### src/rtl/seq_ctrl_pkg.sv
// Shared types and constants for the seq_ctrl instruction sequencer.
// Covers the FSM state encoding, the instruction classes and the instruction word layout.
package seq_ctrl_pkg;

  typedef enum logic [2:0] {
    StIdle,
    StFetch,
    StDecode,
    StExec,
    StWb,
    StHalt
  } state_e;

  typedef enum logic [1:0] {
    ClsAlu = 2'b00,
    ClsJmp = 2'b01,
    ClsJz  = 2'b10,
    ClsSys = 2'b11
  } instr_class_e;

  typedef enum logic [1:0] {
    SysNop  = 2'b00,
    SysPush = 2'b01,
    SysPop  = 2'b10,
    SysHalt = 2'b11
  } sys_op_e;

  localparam logic [1:0] DEST_REG  = 2'b00;
  localparam logic [1:0] DEST_BIT  = 2'b01;
  localparam logic [1:0] DEST_WORD = 2'b10;
  localparam logic [1:0] DEST_NONE = 2'b11;

  // Bit offsets of the fields in the instruction word.
  localparam int unsigned OP_LSB          = 32;
  localparam int unsigned DEST_CHOICE_LSB = 30;
  localparam int unsigned SRC1_CHOICE_LSB = 28;
  localparam int unsigned SRC2_CHOICE_LSB = 26;
  localparam int unsigned CLASS_LSB       = 24;
  localparam int unsigned DEST_LSB        = 16;
  localparam int unsigned SRC1_LSB        = 8;
  localparam int unsigned SRC2_LSB        = 0;

endpackage

### src/rtl/seq_ctrl_decode.sv
// Combinational instruction splitter: slices the instruction register into datapath
// fields plus the class and SYS sub-op codes used by the sequencer FSM.
module instr_decode
  import seq_ctrl_pkg::*;
#(
  parameter int unsigned WIDTH       = 8,
  parameter int unsigned IWIDTH      = 8,
  parameter int unsigned SOURCES     = 4,
  parameter int unsigned ADDR_WIDTH  = 8,
  parameter int unsigned INSTR_WIDTH = 40
) (
  input  logic [INSTR_WIDTH-1:0]     instr,
  output logic [IWIDTH-1:0]          op_code,
  output logic [1:0]                 dest_choice,
  output logic [$clog2(SOURCES)-1:0] source1_choice,
  output logic [$clog2(SOURCES)-1:0] source2_choice,
  output logic [ADDR_WIDTH-1:0]      destination,
  output logic [WIDTH-1:0]           source1,
  output logic [WIDTH-1:0]           source2,
  output instr_class_e               instr_cls,
  output sys_op_e                    sys_op
);

  localparam int unsigned ChoiceWidth = $clog2(SOURCES);

  assign op_code        = instr[OP_LSB +: IWIDTH];
  assign dest_choice    = instr[DEST_CHOICE_LSB +: 2];
  assign source1_choice = instr[SRC1_CHOICE_LSB +: ChoiceWidth];
  assign source2_choice = instr[SRC2_CHOICE_LSB +: ChoiceWidth];
  assign instr_cls      = instr_class_e'(instr[CLASS_LSB +: 2]);
  assign destination    = instr[DEST_LSB +: ADDR_WIDTH];
  assign source1        = instr[SRC1_LSB +: WIDTH];
  assign source2        = instr[SRC2_LSB +: WIDTH];
  // The SYS sub-op lives in the low bits of the source2 field.
  assign sys_op         = sys_op_e'(instr[SRC2_LSB +: 2]);

endmodule

### src/rtl/seq_ctrl.sv
// Multi-cycle instruction sequencer: fetches over a req/ack port, decodes, and steps the
// alu_mod datapath through DECODE/EXEC/WB while owning the PC, stack strobes and halt.
module seq_ctrl
  import seq_ctrl_pkg::*;
#(
  parameter int unsigned WIDTH       = 8,
  parameter int unsigned IWIDTH      = 8,
  parameter int unsigned SOURCES     = 4,
  parameter int unsigned ADDR_WIDTH  = 8,
  parameter int unsigned PC_WIDTH    = 6,
  parameter int unsigned INSTR_WIDTH = 40
) (
  input  logic                       clk,
  input  logic                       rst,
  input  logic                       start,
  output logic                       busy,
  output logic                       halted,
  output logic                       imem_req,
  output logic [PC_WIDTH-1:0]        imem_addr,
  input  logic                       imem_ack,
  input  logic [INSTR_WIDTH-1:0]     imem_data,
  output logic [IWIDTH-1:0]          op_code,
  output logic [WIDTH-1:0]           source1,
  output logic [WIDTH-1:0]           source2,
  output logic [$clog2(SOURCES)-1:0] source1_choice,
  output logic [$clog2(SOURCES)-1:0] source2_choice,
  output logic [ADDR_WIDTH-1:0]      destination,
  output logic [1:0]                 dest_choice,
  output logic                       push,
  output logic                       pop,
  output logic [PC_WIDTH-1:0]        instr_addr,
  input  logic                       zero_flag
);

  state_e                 state_q;
  logic [PC_WIDTH-1:0]    pc_q;
  logic [PC_WIDTH-1:0]    instr_addr_q;
  logic [INSTR_WIDTH-1:0] ir_q;
  logic                   req_q;
  logic                   busy_q;
  logic                   halted_q;
  logic                   push_q;
  logic                   pop_q;
  logic [1:0]             dest_q;

  logic [1:0]             dec_dest_choice;
  instr_class_e           instr_cls;
  sys_op_e                sys_op;
  logic [PC_WIDTH-1:0]    pc_inc;
  logic [PC_WIDTH-1:0]    jump_target;

  instr_decode #(
    .WIDTH      (WIDTH),
    .IWIDTH     (IWIDTH),
    .SOURCES    (SOURCES),
    .ADDR_WIDTH (ADDR_WIDTH),
    .INSTR_WIDTH(INSTR_WIDTH)
  ) u_decode (
    .instr         (ir_q),
    .op_code       (op_code),
    .dest_choice   (dec_dest_choice),
    .source1_choice(source1_choice),
    .source2_choice(source2_choice),
    .destination   (destination),
    .source1       (source1),
    .source2       (source2),
    .instr_cls     (instr_cls),
    .sys_op        (sys_op)
  );

  assign pc_inc      = pc_q + 1'b1;
  assign jump_target = destination[PC_WIDTH-1:0];

  always_ff @(posedge clk) begin
    if (rst) begin
      state_q      <= StIdle;
      pc_q         <= '0;
      instr_addr_q <= '0;
      ir_q         <= '0;
      req_q        <= 1'b0;
      busy_q       <= 1'b0;
      halted_q     <= 1'b0;
      push_q       <= 1'b0;
      pop_q        <= 1'b0;
      dest_q       <= DEST_NONE;
    end else begin
      // Strobes and the write-enable encoding only live for the single cycle they are set up for.
      push_q <= 1'b0;
      pop_q  <= 1'b0;
      dest_q <= DEST_NONE;
      unique case (state_q)
        StIdle, StHalt: begin
          if (start) begin
            pc_q     <= '0;
            state_q  <= StFetch;
            req_q    <= 1'b1;
            busy_q   <= 1'b1;
            halted_q <= 1'b0;
          end
        end
        StFetch: begin
          if (imem_ack) begin
            ir_q         <= imem_data;
            instr_addr_q <= pc_q;
            req_q        <= 1'b0;
            state_q      <= StDecode;
          end
        end
        StDecode: begin
          state_q <= StExec;
          if (instr_cls == ClsSys) begin
            push_q <= (sys_op == SysPush);
            pop_q  <= (sys_op == SysPop);
          end
        end
        StExec: begin
          unique case (instr_cls)
            ClsAlu: begin
              state_q <= StWb;
              dest_q  <= dec_dest_choice;
            end
            ClsJmp: begin
              pc_q    <= jump_target;
              state_q <= StFetch;
              req_q   <= 1'b1;
            end
            ClsJz: begin
              pc_q    <= zero_flag ? jump_target : pc_inc;
              state_q <= StFetch;
              req_q   <= 1'b1;
            end
            ClsSys: begin
              if (sys_op == SysHalt) begin
                state_q  <= StHalt;
                busy_q   <= 1'b0;
                halted_q <= 1'b1;
              end else begin
                pc_q    <= pc_inc;
                state_q <= StFetch;
                req_q   <= 1'b1;
              end
            end
            default: state_q <= StIdle;
          endcase
        end
        StWb: begin
          pc_q    <= pc_inc;
          state_q <= StFetch;
          req_q   <= 1'b1;
        end
        default: state_q <= StIdle;
      endcase
    end
  end

  assign busy       = busy_q;
  assign halted     = halted_q;
  assign imem_req   = req_q;
  assign imem_addr  = pc_q;
  assign instr_addr = instr_addr_q;

  // Reset must suppress a write or strobe already registered for the current cycle.
  assign dest_choice = rst ? DEST_NONE : dest_q;
  assign push        = push_q & ~rst;
  assign pop         = pop_q & ~rst;

  push_pop_exclusive: assert property (@(posedge clk) disable iff (rst) !(push && pop));
  push_single_cycle:  assert property (@(posedge clk) disable iff (rst) push |=> !push);
  pop_single_cycle:   assert property (@(posedge clk) disable iff (rst) pop |=> !pop);

endmodule
### config.mk
export PLATFORM = sky130hd
export DESIGN_NAME = seq_ctrl
export DESIGN_NICKNAME = d
export VERILOG_FILES = /design/src/rtl/seq_ctrl_pkg.sv /design/src/rtl/seq_ctrl_decode.sv /design/src/rtl/seq_ctrl.sv
export SDC_FILE = /design/constraint.sdc
export NUM_CORES = 1
export LEC_CHECK = 0
export CORE_ASPECT_RATIO = 0.9
export CORE_UTILIZATION = 43
export CTS_CLUSTER_DIAMETER = 50
export DETAILED_ROUTE_END_ITERATION = 16
export PLACE_DENSITY_LB_ADDON = 0.15
export REMOVE_ABC_BUFFERS = 1
export SLEW_MARGIN = 10
export SYNTH_ARGS = -nofsm -noshare
export SYNTH_HDL_FRONTEND = slang
export SYNTH_SLANG_ARGS = --single-unit
### constraint.sdc
create_clock -name clk -period 2 [get_ports clk]
set_input_delay 0.4 -clock clk [delete_from_list [all_inputs] [get_ports clk]]
set_output_delay 0.4 -clock clk [all_outputs]
set_load 0.1 [all_outputs]
==> summary.txt <==
Outcome
  • Outcome: finished, final reports clean

Run
  • Max_cap viols: 0

Clock network
  • Clk_lat worst skew: 0.34 ns
  • Worst-path clk slew: 0.07 ns
  • CTS tree: built
  • Post_cts resized: 0
  • Clock buffer depth: 2
  • Total CTS buffers: 9
  • CTS Hold Buffers Added: 0
  • Root Buffer: clkbuf_8
  • Post-CTS setup buffer count: 0
  • Max H-tree Level: 3
  • CTS Sinks: 62

Synth
  • Flops & latches, synth: 62
  • Async set-reset flop share out of synthesis: 0%
  • Area leader, netlist: dfxtp_1
  • Sequential area share after synthesis: 49.0%
  • Synth Cell Area: about 0.0025 mm2
  • Post-synth top cells: nand2_1 (98), dfxtp_1 (62), a21oi_1 (54)
  • Syn Inst Count: 308
  • Synthesized area per cell: 8.23 um2
  • Netlist cell types: 42
  • Ys flop type: dfxtp_1
  • Top-count cell post-synth: nand2_1
  • Largest cells by area after synthesis: dfxtp_1 (49%), nand2_1 (15%), a21oi_1 (11%), ha_1 (2.5%), buf_2 (2.0%)
  • EDFF count, synth: 0
  • Synth Warn #: 0
  • Post-synth top area share: just under 50%

Timing
  • Period minus WS final: roughly 1.7 ns
  • Worst Tran Pin Value: 0.409 ns
  • Endpoints failing hold: 0
  • Headroom to the max-slew limit: 72.7%
  • Fin. max-slew vios: 0
  • Final setup vio count: 0
  • RSZ-0062 raised after global routing: no
  • Maximum clock rate: around 0.59 GHz
  • Worst clock skew: roughly 0.0042 ns
  • Tcrit/Tclk final: 85.4%

Critical path
  • CP Max Fanout: 5
  • Critical-path cell list: inv_1 -> ha_1 -> nor2b_1 -> o21ai_2 -> nand2_4 -> a32o_1 -> a32o_1
  • CP Launch Type: flip-flop
  • Arr. time, crit path: ~1.9 ns
  • CP max-delay cell: dfxtp_1
  • Crit-path most repeated cell: a32o_1
  • Worst EP required: 2.24 ns
  • CP Class: flip-flop to flip-flop
  • CP peak stage delay: 0.35 ns
  • Setup crit end kind: flip-flop

Drt
  • Routed WL: around 6200 um
  • Post-route ant nets: 0
  • Drt wl/cell: 12.9 um
  • First-pass DRT Iterations: 4
  • DRT iter0 DRCs: 115
  • Vias: 2389
  • Via/cell ratio: 4.98
  • DRC Markers: 0

Floorplan
  • Starting Density: between 40 and 50%
  • Die X: 82.9 um
  • Row count: 26
  • Die area: roughly 0.0062 mm2
  • Core Region: 0.00569 mm2
  • I/O Pins: 100
  • Die Y: 74.8 um

Place
  • Gp weighted congestion: 0.841
  • Port buffer count: 99
  • Final HPWL DP: 4300 um
  • Dpl cells: between 400 and 500

GRT
  • Aggregate global-route resource usage: 19.6%
  • Largest net degree at the start of global routing: 42
  • Total grt overflow: 0
  • Vias in the first global route: 1997
  • Antenna violations before repair: 0
  • First-pass GRT wire length: 9480 um

Final layout
  • Ant diodes: 0
  • Share of cells above drive strength 1: between 20% and 30%
  • Layout Cells excl Fill: 480
  • Final net count: 456
  • P&R area growth vs syn: 47.7%

Pwr
  • VDD IR max: around 760 uV
  • Leakage power: 0.00147 uW
  • Power Dens Cells: between 1000 and 1500 mW/mm2
  • Overall power: 4350 uW

Hold path
  • Hold Path Class: input port to flip-flop
placed cells by master, fill, tap and decap left out, types with 2 or more instances in the layout:
cell             netlist  layout
dfxtp_1               62      62
nand3b_1               2       2
inv_1                  5       5
buf_4                  0      52
or2_2                  3       3
buf_12                 0      10
a22oi_1                3       3
nor2_1                 5       5
o21ai_1                5       5
clkinv_2               0       4
a211oi_1               4       4
and2b_1                2       2
a21oi_1               54      54
and2_1                 2       2
nand3_1                3       2
nor3_1                 2       2
clkdlybuf4s50_1        0      43
nor2b_1                7       7
nor3b_1                2       2
a32o_1                 2       2
ha_1                   5       5
nand4b_1               3       3
clkbuf_8               0      10
nand2_1               98      98
stage by stage:
step	TNS [ns]	utilization (%)	setup slack, ns	cell area (um2)	hold WS [ns]
after floorplan	-0.271	-	-0.135	2440	0.419
after global placement	0	62.5	0.0628	3560	0.442
after detailed placement	0	62.5	0.0220	3560	0.448
after CTS	0	65.8	0.281	3740	0.318
after global routing	0	65.8	0.171	3740	0.325
final	0	65.8	0.292	3740	0.328
power breakdown:
part | switching (uW) | internal (uW) | leakage, uW
registers | 151 | 1380 | 0.000504
logic | 1240 | 497 | 0.000868
clock network | 485 | 593 | 0.000102
total | 1880 | 2470 | 0.00147
registers in the layout, indices dropped and copies added, names as in the netlist:
signal / cells
imem_addr: 6
state_q: 3
pop_q: 1
instr_addr: 6
halted: 1
dest_q: 2
imem_req: 1
push_q: 1
ir_q: 40
busy: 1
final cells by class:
| class | instances | area (um2) |
|---|---|---|
| Inverter | 6 | 22.5 |
| Sequential cell | 62 | 1240 |
| Multi-Input combinational cell | 221 | 1180 |
| Clock buffer | 10 | 138 |
| Clock inverter | 5 | 50.0 |
| Fill cell | 494 | 1950 |
| Tap cell | 70 | 87.6 |
| Timing Repair Buffer | 106 | 1030 |
metal layers:
layer / global-route usage [%] / part of all wire [%] / vias up
met3: 8.88 / 7.6 / 7
met4: 6.32 / 1.1 / 0
met2: 30.2 / 46 / 77
met5: 0 / 0 / -
li1: - / - / 1233
met1: 24.8 / 45 / 1072
final timing paths:
path         startpoint            to  slack (ns)  depth (start not counted)
max            ir_q[24]  imem_addr[2]        0.29                          7
min                 rst          busy        0.33                          2
max reg2reg    ir_q[24]  imem_addr[2]        0.29                          7
min reg2reg    ir_q[35]      ir_q[35]        0.45                          2
worst max-delay path: cells and delay by family (launching register included):
| family | cells | cell delay (ns) |
|---|---|---|
| compound gates | 3 | 0.70 |
| fa+ha+maj | 1 | 0.21 |
| buf+inv | 1 | 0.09 |
| simple gates | 2 | 0.26 |
| flops | 1 | 0.35 |
kinds of logic after synthesis:
family	Yosys count	share of synthesized area, %
compound gates	78	18.2
simple gates	136	24.9
flops	62	49.0
fa+ha+maj	5	2.47
buf+inv	25	4.79
xor+xnor	2	0.691
Note: power is estimated with default switching activity, not from simulation.
